[src/rtl/uram_fifo_pkg.sv]
// Shared types and constants for the URAM-backed 128-bit block FIFO.
package uram_fifo_pkg;

    typedef enum logic [1:0] {
        R_IDLE,
        R_LO,
        R_HI,
        R_CAP
    } rd_state_t;

    localparam int unsigned URAM_ROWS   = 4096;
    localparam int unsigned URAM_ADDR_W = 23;
    localparam int unsigned URAM_DATA_W = 72;
    localparam logic [8:0]  BWE_ALL     = 9'h1FF;

    // Row index within a block: low 64 bits live in half 0, high 64 bits in half 1.
    localparam logic HALF_LO = 1'b0;
    localparam logic HALF_HI = 1'b1;

    // One 64-bit block half packed into a 72-bit URAM row; the spare byte is zero.
    function automatic logic [URAM_DATA_W-1:0] pack_row(input logic [63:0] half_data);
        return {8'h00, half_data};
    endfunction

endpackage

[src/rtl/uram_block_fifo.sv]
// Block FIFO for 128-bit cipher blocks stored as two 72-bit rows in an external URAM.
// Port A writes (lo half on the handshake cycle, hi half on the next); port B reads.
module uram_block_fifo
    import uram_fifo_pkg::*;
#(
    parameter int unsigned DEPTH_LOG2 = 11
) (
    input  logic                    clk,
    input  logic                    rst_async,
    input  logic [127:0]            s_data,
    input  logic                    s_valid,
    output logic                    s_ready,
    output logic [127:0]            m_data,
    output logic                    m_valid,
    input  logic                    m_ready,
    output logic [DEPTH_LOG2:0]     level,
    output logic [71:0]             uram_din_a,
    output logic [8:0]              uram_bwe_a,
    output logic [22:0]             uram_addr_a,
    output logic                    uram_en_a,
    output logic                    uram_we_a,
    output logic [71:0]             uram_din_b,
    output logic [8:0]              uram_bwe_b,
    output logic [22:0]             uram_addr_b,
    output logic                    uram_en_b,
    output logic                    uram_we_b,
    input  logic [71:0]             uram_dout_b
);

    localparam logic [DEPTH_LOG2:0]   CAPACITY = {1'b1, {DEPTH_LOG2{1'b0}}};
    localparam logic [DEPTH_LOG2:0]   CNT_ONE  = {{DEPTH_LOG2{1'b0}}, 1'b1};
    localparam logic [DEPTH_LOG2-1:0] PTR_ONE  = {{(DEPTH_LOG2-1){1'b0}}, 1'b1};

    // Row address {ptr, half}, zero-extended to the URAM address width.
    function automatic logic [URAM_ADDR_W-1:0] row_addr(input logic [DEPTH_LOG2-1:0] ptr,
                                                       input logic half);
        return {{(URAM_ADDR_W-DEPTH_LOG2-1){1'b0}}, ptr, half};
    endfunction

    logic [DEPTH_LOG2-1:0] wr_ptr_q, wr_ptr_d;
    logic [DEPTH_LOG2-1:0] rd_ptr_q, rd_ptr_d;
    logic [DEPTH_LOG2:0]   level_q, level_d;
    logic [DEPTH_LOG2:0]   rd_avail_q, rd_avail_d;
    logic                  hi_pending_q, hi_pending_d;
    logic [63:0]           hi_data_q, hi_data_d;
    logic [63:0]           lo_q, lo_d;
    rd_state_t             state_q, state_d;
    logic                  m_valid_q, m_valid_d;
    logic [127:0]          m_data_q, m_data_d;

    logic push;
    logic commit;
    logic pop;
    logic start;
    logic dout_b_unused;

    assign dout_b_unused = ^uram_dout_b[71:64];

    assign m_data  = m_data_q;
    assign m_valid = m_valid_q;
    assign level   = level_q;

    // Handshakes, counter/pointer updates, read sequencing and URAM port drive.
    always_comb begin
        s_ready = rst_async && !hi_pending_q && (level_q < CAPACITY);
        push    = s_valid && s_ready;
        commit  = hi_pending_q;
        pop     = m_valid_q && m_ready;
        // A block committing this cycle may start its read right away, so the
        // FSM sees it one cycle before rd_avail_q does; the rd_avail update
        // below nets commit against start so the count stays consistent.
        start   = (state_q == R_IDLE) && !m_valid_q && ((rd_avail_q != '0) || commit);

        hi_pending_d = push;
        hi_data_d    = push ? s_data[127:64] : hi_data_q;
        wr_ptr_d     = commit ? (wr_ptr_q + PTR_ONE) : wr_ptr_q;

        case ({commit, pop})
            2'b10:   level_d = level_q + CNT_ONE;
            2'b01:   level_d = level_q - CNT_ONE;
            default: level_d = level_q;
        endcase

        case ({commit, start})
            2'b10:   rd_avail_d = rd_avail_q + CNT_ONE;
            2'b01:   rd_avail_d = rd_avail_q - CNT_ONE;
            default: rd_avail_d = rd_avail_q;
        endcase

        state_d   = state_q;
        rd_ptr_d  = rd_ptr_q;
        lo_d      = lo_q;
        m_data_d  = m_data_q;
        m_valid_d = pop ? 1'b0 : m_valid_q;

        case (state_q)
            R_IDLE: if (start) state_d = R_LO;
            R_LO:   state_d = R_HI;
            R_HI: begin
                lo_d    = uram_dout_b[63:0];
                state_d = R_CAP;
            end
            R_CAP: begin
                m_data_d  = {uram_dout_b[63:0], lo_q};
                m_valid_d = 1'b1;
                rd_ptr_d  = rd_ptr_q + PTR_ONE;
                state_d   = R_IDLE;
            end
            default: state_d = R_IDLE;
        endcase

        uram_en_a   = push || hi_pending_q;
        uram_we_a   = uram_en_a;
        uram_bwe_a  = uram_en_a ? BWE_ALL : '0;
        uram_addr_a = row_addr(wr_ptr_q, hi_pending_q ? HALF_HI : HALF_LO);
        if (hi_pending_q)
            uram_din_a = pack_row(hi_data_q);
        else if (push)
            uram_din_a = pack_row(s_data[63:0]);
        else
            uram_din_a = '0;

        uram_en_b   = (state_q == R_LO) || (state_q == R_HI);
        uram_addr_b = row_addr(rd_ptr_q, (state_q == R_HI) ? HALF_HI : HALF_LO);
        uram_din_b  = '0;
        uram_bwe_b  = '0;
        uram_we_b   = 1'b0;
    end

    // State registers, cleared asynchronously; any in-flight block is dropped.
    always_ff @(posedge clk or negedge rst_async) begin
        if (!rst_async) begin
            wr_ptr_q     <= '0;
            rd_ptr_q     <= '0;
            level_q      <= '0;
            rd_avail_q   <= '0;
            hi_pending_q <= 1'b0;
            hi_data_q    <= '0;
            lo_q         <= '0;
            state_q      <= R_IDLE;
            m_valid_q    <= 1'b0;
            m_data_q     <= '0;
        end else begin
            wr_ptr_q     <= wr_ptr_d;
            rd_ptr_q     <= rd_ptr_d;
            level_q      <= level_d;
            rd_avail_q   <= rd_avail_d;
            hi_pending_q <= hi_pending_d;
            hi_data_q    <= hi_data_d;
            lo_q         <= lo_d;
            state_q      <= state_d;
            m_valid_q    <= m_valid_d;
            m_data_q     <= m_data_d;
        end
    end

endmodule

[config.mk]
export PLATFORM = sky130hd
export DESIGN_NAME = uram_block_fifo
export DESIGN_NICKNAME = d
export VERILOG_FILES = /design/src/rtl/uram_fifo_pkg.sv /design/src/rtl/uram_block_fifo.sv
export SDC_FILE = /design/constraint.sdc
export NUM_CORES = 1
export LEC_CHECK = 0
export ABC_AREA = 0
export CAP_MARGIN = 20
export CELL_PAD_IN_SITES_DETAIL_PLACEMENT = 0
export CELL_PAD_IN_SITES_GLOBAL_PLACEMENT = 1
export CORE_MARGIN = 10
export CORE_UTILIZATION = 35
export DETAILED_ROUTE_END_ITERATION = 10
export PLACE_DENSITY_LB_ADDON = 0.2
export SLEW_MARGIN = 10
export SYNTH_ARGS = -nofsm -noshare
export SYNTH_HDL_FRONTEND = slang
export SYNTH_SLANG_ARGS = --single-unit
[constraint.sdc]
create_clock -name clk -period 8 [get_ports clk]
set_clock_uncertainty 0.05 [all_clocks]
set_input_delay 1.6 -clock clk [delete_from_list [all_inputs] [get_ports clk]]
set_output_delay 1.6 -clock clk [all_outputs]
set_load 0.02 [all_outputs]
==> qor.yml <==
drv_cap: 0
via_count: 9658
fin_crit_ps: 5950
cts-root-buf: "clkbuf_16"
insertion_delay_ps: 550
synthMuxAreaShare_pct: 20.8
synth_cell_types: 53
antenna_found_initial: 2
clock_sinks: 306
crit_start: "rst_async"
r2r-start: "commit"
async_flop_share_pct: 100
cts_tree: "built"
syn2layout_area_growth_pct: 40.3
yosysWarnings: 0
vdd_ir_drop_max_uv: 244
synth.most_common_cell: "dfrtp_1"
cts_buffer_depth: 3
dieArea_um2: 49000
die_w_um: 221
powerDensity_nw_per_um2: 425
portBuffers: 437
critPathCaptureType: "output port"
synth_xor_area_share_pct: 2.34
syn_avg_cell_area_um2: 12.9
cts.clk_slew.worst_paths_ps: 60
synth_simple_gate_area_share_pct: 4.54
synth_top_cell_by_area: "dfrtp_1"
relSlewSlack_pct: 37.0
start_util_pct: 35.6
synth_common_cells: "dfrtp_1 (306), mux2_2 (261), buf_4 (123)"
synth_top_family_by_area: "multiplexers"
synth_cells: 1098
drt_iter0_drc: 345
hold_viol: 0
hp-start: "wr_ptr_q[10]"
synth_top_area_share_pct: 53.9
final_net_count: 1739
grt_usage_pct: 17.3
setup_viol_count_final: 0
synth_compound_area_share_pct: 7.68
grt_overflow: 0
synth_fa_ha_area_share_pct: 1.99
num_antenna_cells: 0
place.gp.congestion: 0.780
p_leak_nw: 8.39
arrival_ps: 4300
holdBufCountCts: 0
dieHeight_um: 221
crit_required_ps: 6350
seqCellArea_um2: 7660
stdcell_count: 2064
rows: 73
dp.cells: 1998
rsz0062_at_grt: "no"
worstHoldPathType: "flip-flop to flip-flop"
crit_path_max_fanout: 81
path_class: "primary input to output port"
remaining_drc_errors: 0
vias_per_cell: 4.68
cts-resized-gates: 0
yosysSeqAreaShare_pct: 53.9
htree_num_levels: 2
core_area_um2: 39900
multi_input_area_um2: 5760
wirelength_mm: 43.9
grt_max_degree: 82
wl_per_cell_um: 21.3
fmax_mhz: 168
firstDrtPassIters: 4
synth_edf_count: 0
cts_buffers: 37
status: "completed"
drive_above_1_share_pct: 22.3
io_pins: 558
ant_nets: 0
post-cts-setup-buffers: 0
worstMarginPinSlew_ps: 945
synth_ff_type: "dfrtp_1"
nFillCells: 3627
min_period_over_period_pct: 74.3
hpwl_mm: 33.0
synthesis.area_um2: 14200
synthTopCellsByArea: "dfrtp_1 (54%), mux2_2 (21%), buf_4 (6.5%)"
ys_seq_elements: 306
fin_setup_tns_ps: 0
grt_pass1_vias: 10264
drv_slew: 0
grt_pass1_wl_mm: 66.3
startpoint_type: "primary input"
[critical path: stages]
cell,delay (ps)
buf_8,230
nor3b_1,380
and2_4,810
buf_4,400
a22o_1,180
clkdlybuf4s50_1,620
[logic make-up (layout without fill, tap and decap cells)]
| logic type | count (synthesis) | count (layout) |
|---|---|---|
| mux | 263 | 263 |
| other cells | 1 | 112 |
| buf+inv | 197 | 527 |
| xor+xnor | 38 | 38 |
| compound gates | 145 | 145 |
| fa+ha+maj | 22 | 22 |
| flops | 306 | 306 |
| simple gates | 126 | 126 |
[through the flow]
step / hold WS (ps) / utilization, % / setup WS [ps] / instance area [um2] / total power [W]
final: 426 / 49.9 / 2050 / 19900 / 0.00846
after global routing: 440 / 49.9 / 1810 / 19900 / 0.00899
after CTS: 430 / 49.8 / 2010 / 19900 / 0.00861
after detailed placement: 415 / 46.6 / 2020 / 18600 / 0.00675
after global placement: 410 / 46.6 / 2030 / 18600 / 0.00671
after floorplan: 397 / - / 3030 / 14600 / 0.00511
[placed cells by master (no fill, tap or decap), types with 14 or more instances in the layout]
master	synthesis	layout
a22o_1	64	64
clkbuf_16	0	38
clkdlybuf4s50_1	0	436
conb_1	1	112
dfrtp_1	306	305
ha_1	21	19
mux2_2	261	261
nand2_1	33	33
nor2_1	24	24
nor3_1	14	14
o21ai_0	27	27
xnor2_1	22	22
xor2_1	16	16
[path summary, 6_finish.rpt]
| path | to | slack, ps | cells after the start |
|---|---|---|---|
| setup reg to reg | rd_avail_q[10] | 3790 | 13 |
| setup / recovery | uram_din_a[39] | 2050 | 6 |
| max in group asynchronous | m_data[54] | 5420 | 4 |
| min in group asynchronous | m_data[80] | 850 | 1 |
| hold / removal | wr_ptr_q[10] | 430 | 1 |
| hold reg to reg | wr_ptr_q[10] | 430 | 1 |
[report_power, final]
group | total [W] | switching, W | internal (W)
combinational | 0.00385 | 0.00187 | 0.00198
sequential | 0.00282 | 0.000502 | 0.00232
clock | 0.00178 | 0.000679 | 0.00110
total | 0.00846 | 0.00306 | 0.00540
[metal layers]
metal | vias up | global-route usage [%] | wire length (um)
li1 | 4513 | - | -
met1 | 4782 | 19.2 | 17000
met2 | 310 | 29.4 | 21900
met3 | 49 | 7.63 | 4250
met4 | 4 | 4.91 | 792
met5 | - | 0 | 22
[registers in the layout (all words and copies together) (netlist names)]
name and count:
commit 1, level 12, m_data 128, hi_data_q 64, lo_q 64, rd_avail_q 12
rd_ptr_q 11, state_q 2, wr_ptr_q 11, m_valid 1
[area by class of cell]
| cell class | instances | area share (%) |
|---|---|---|
| clock inverter | 12 | 1.09 |
| inverter | 12 | 0.226 |
| clock buffer | 53 | 5.41 |
| multi-input combinational | 706 | 28.9 |
| timing repair buffer | 450 | 22.6 |
| tap | 525 | 3.30 |
| sequential | 306 | 38.5 |
Power figures use the tool's default switching activity.
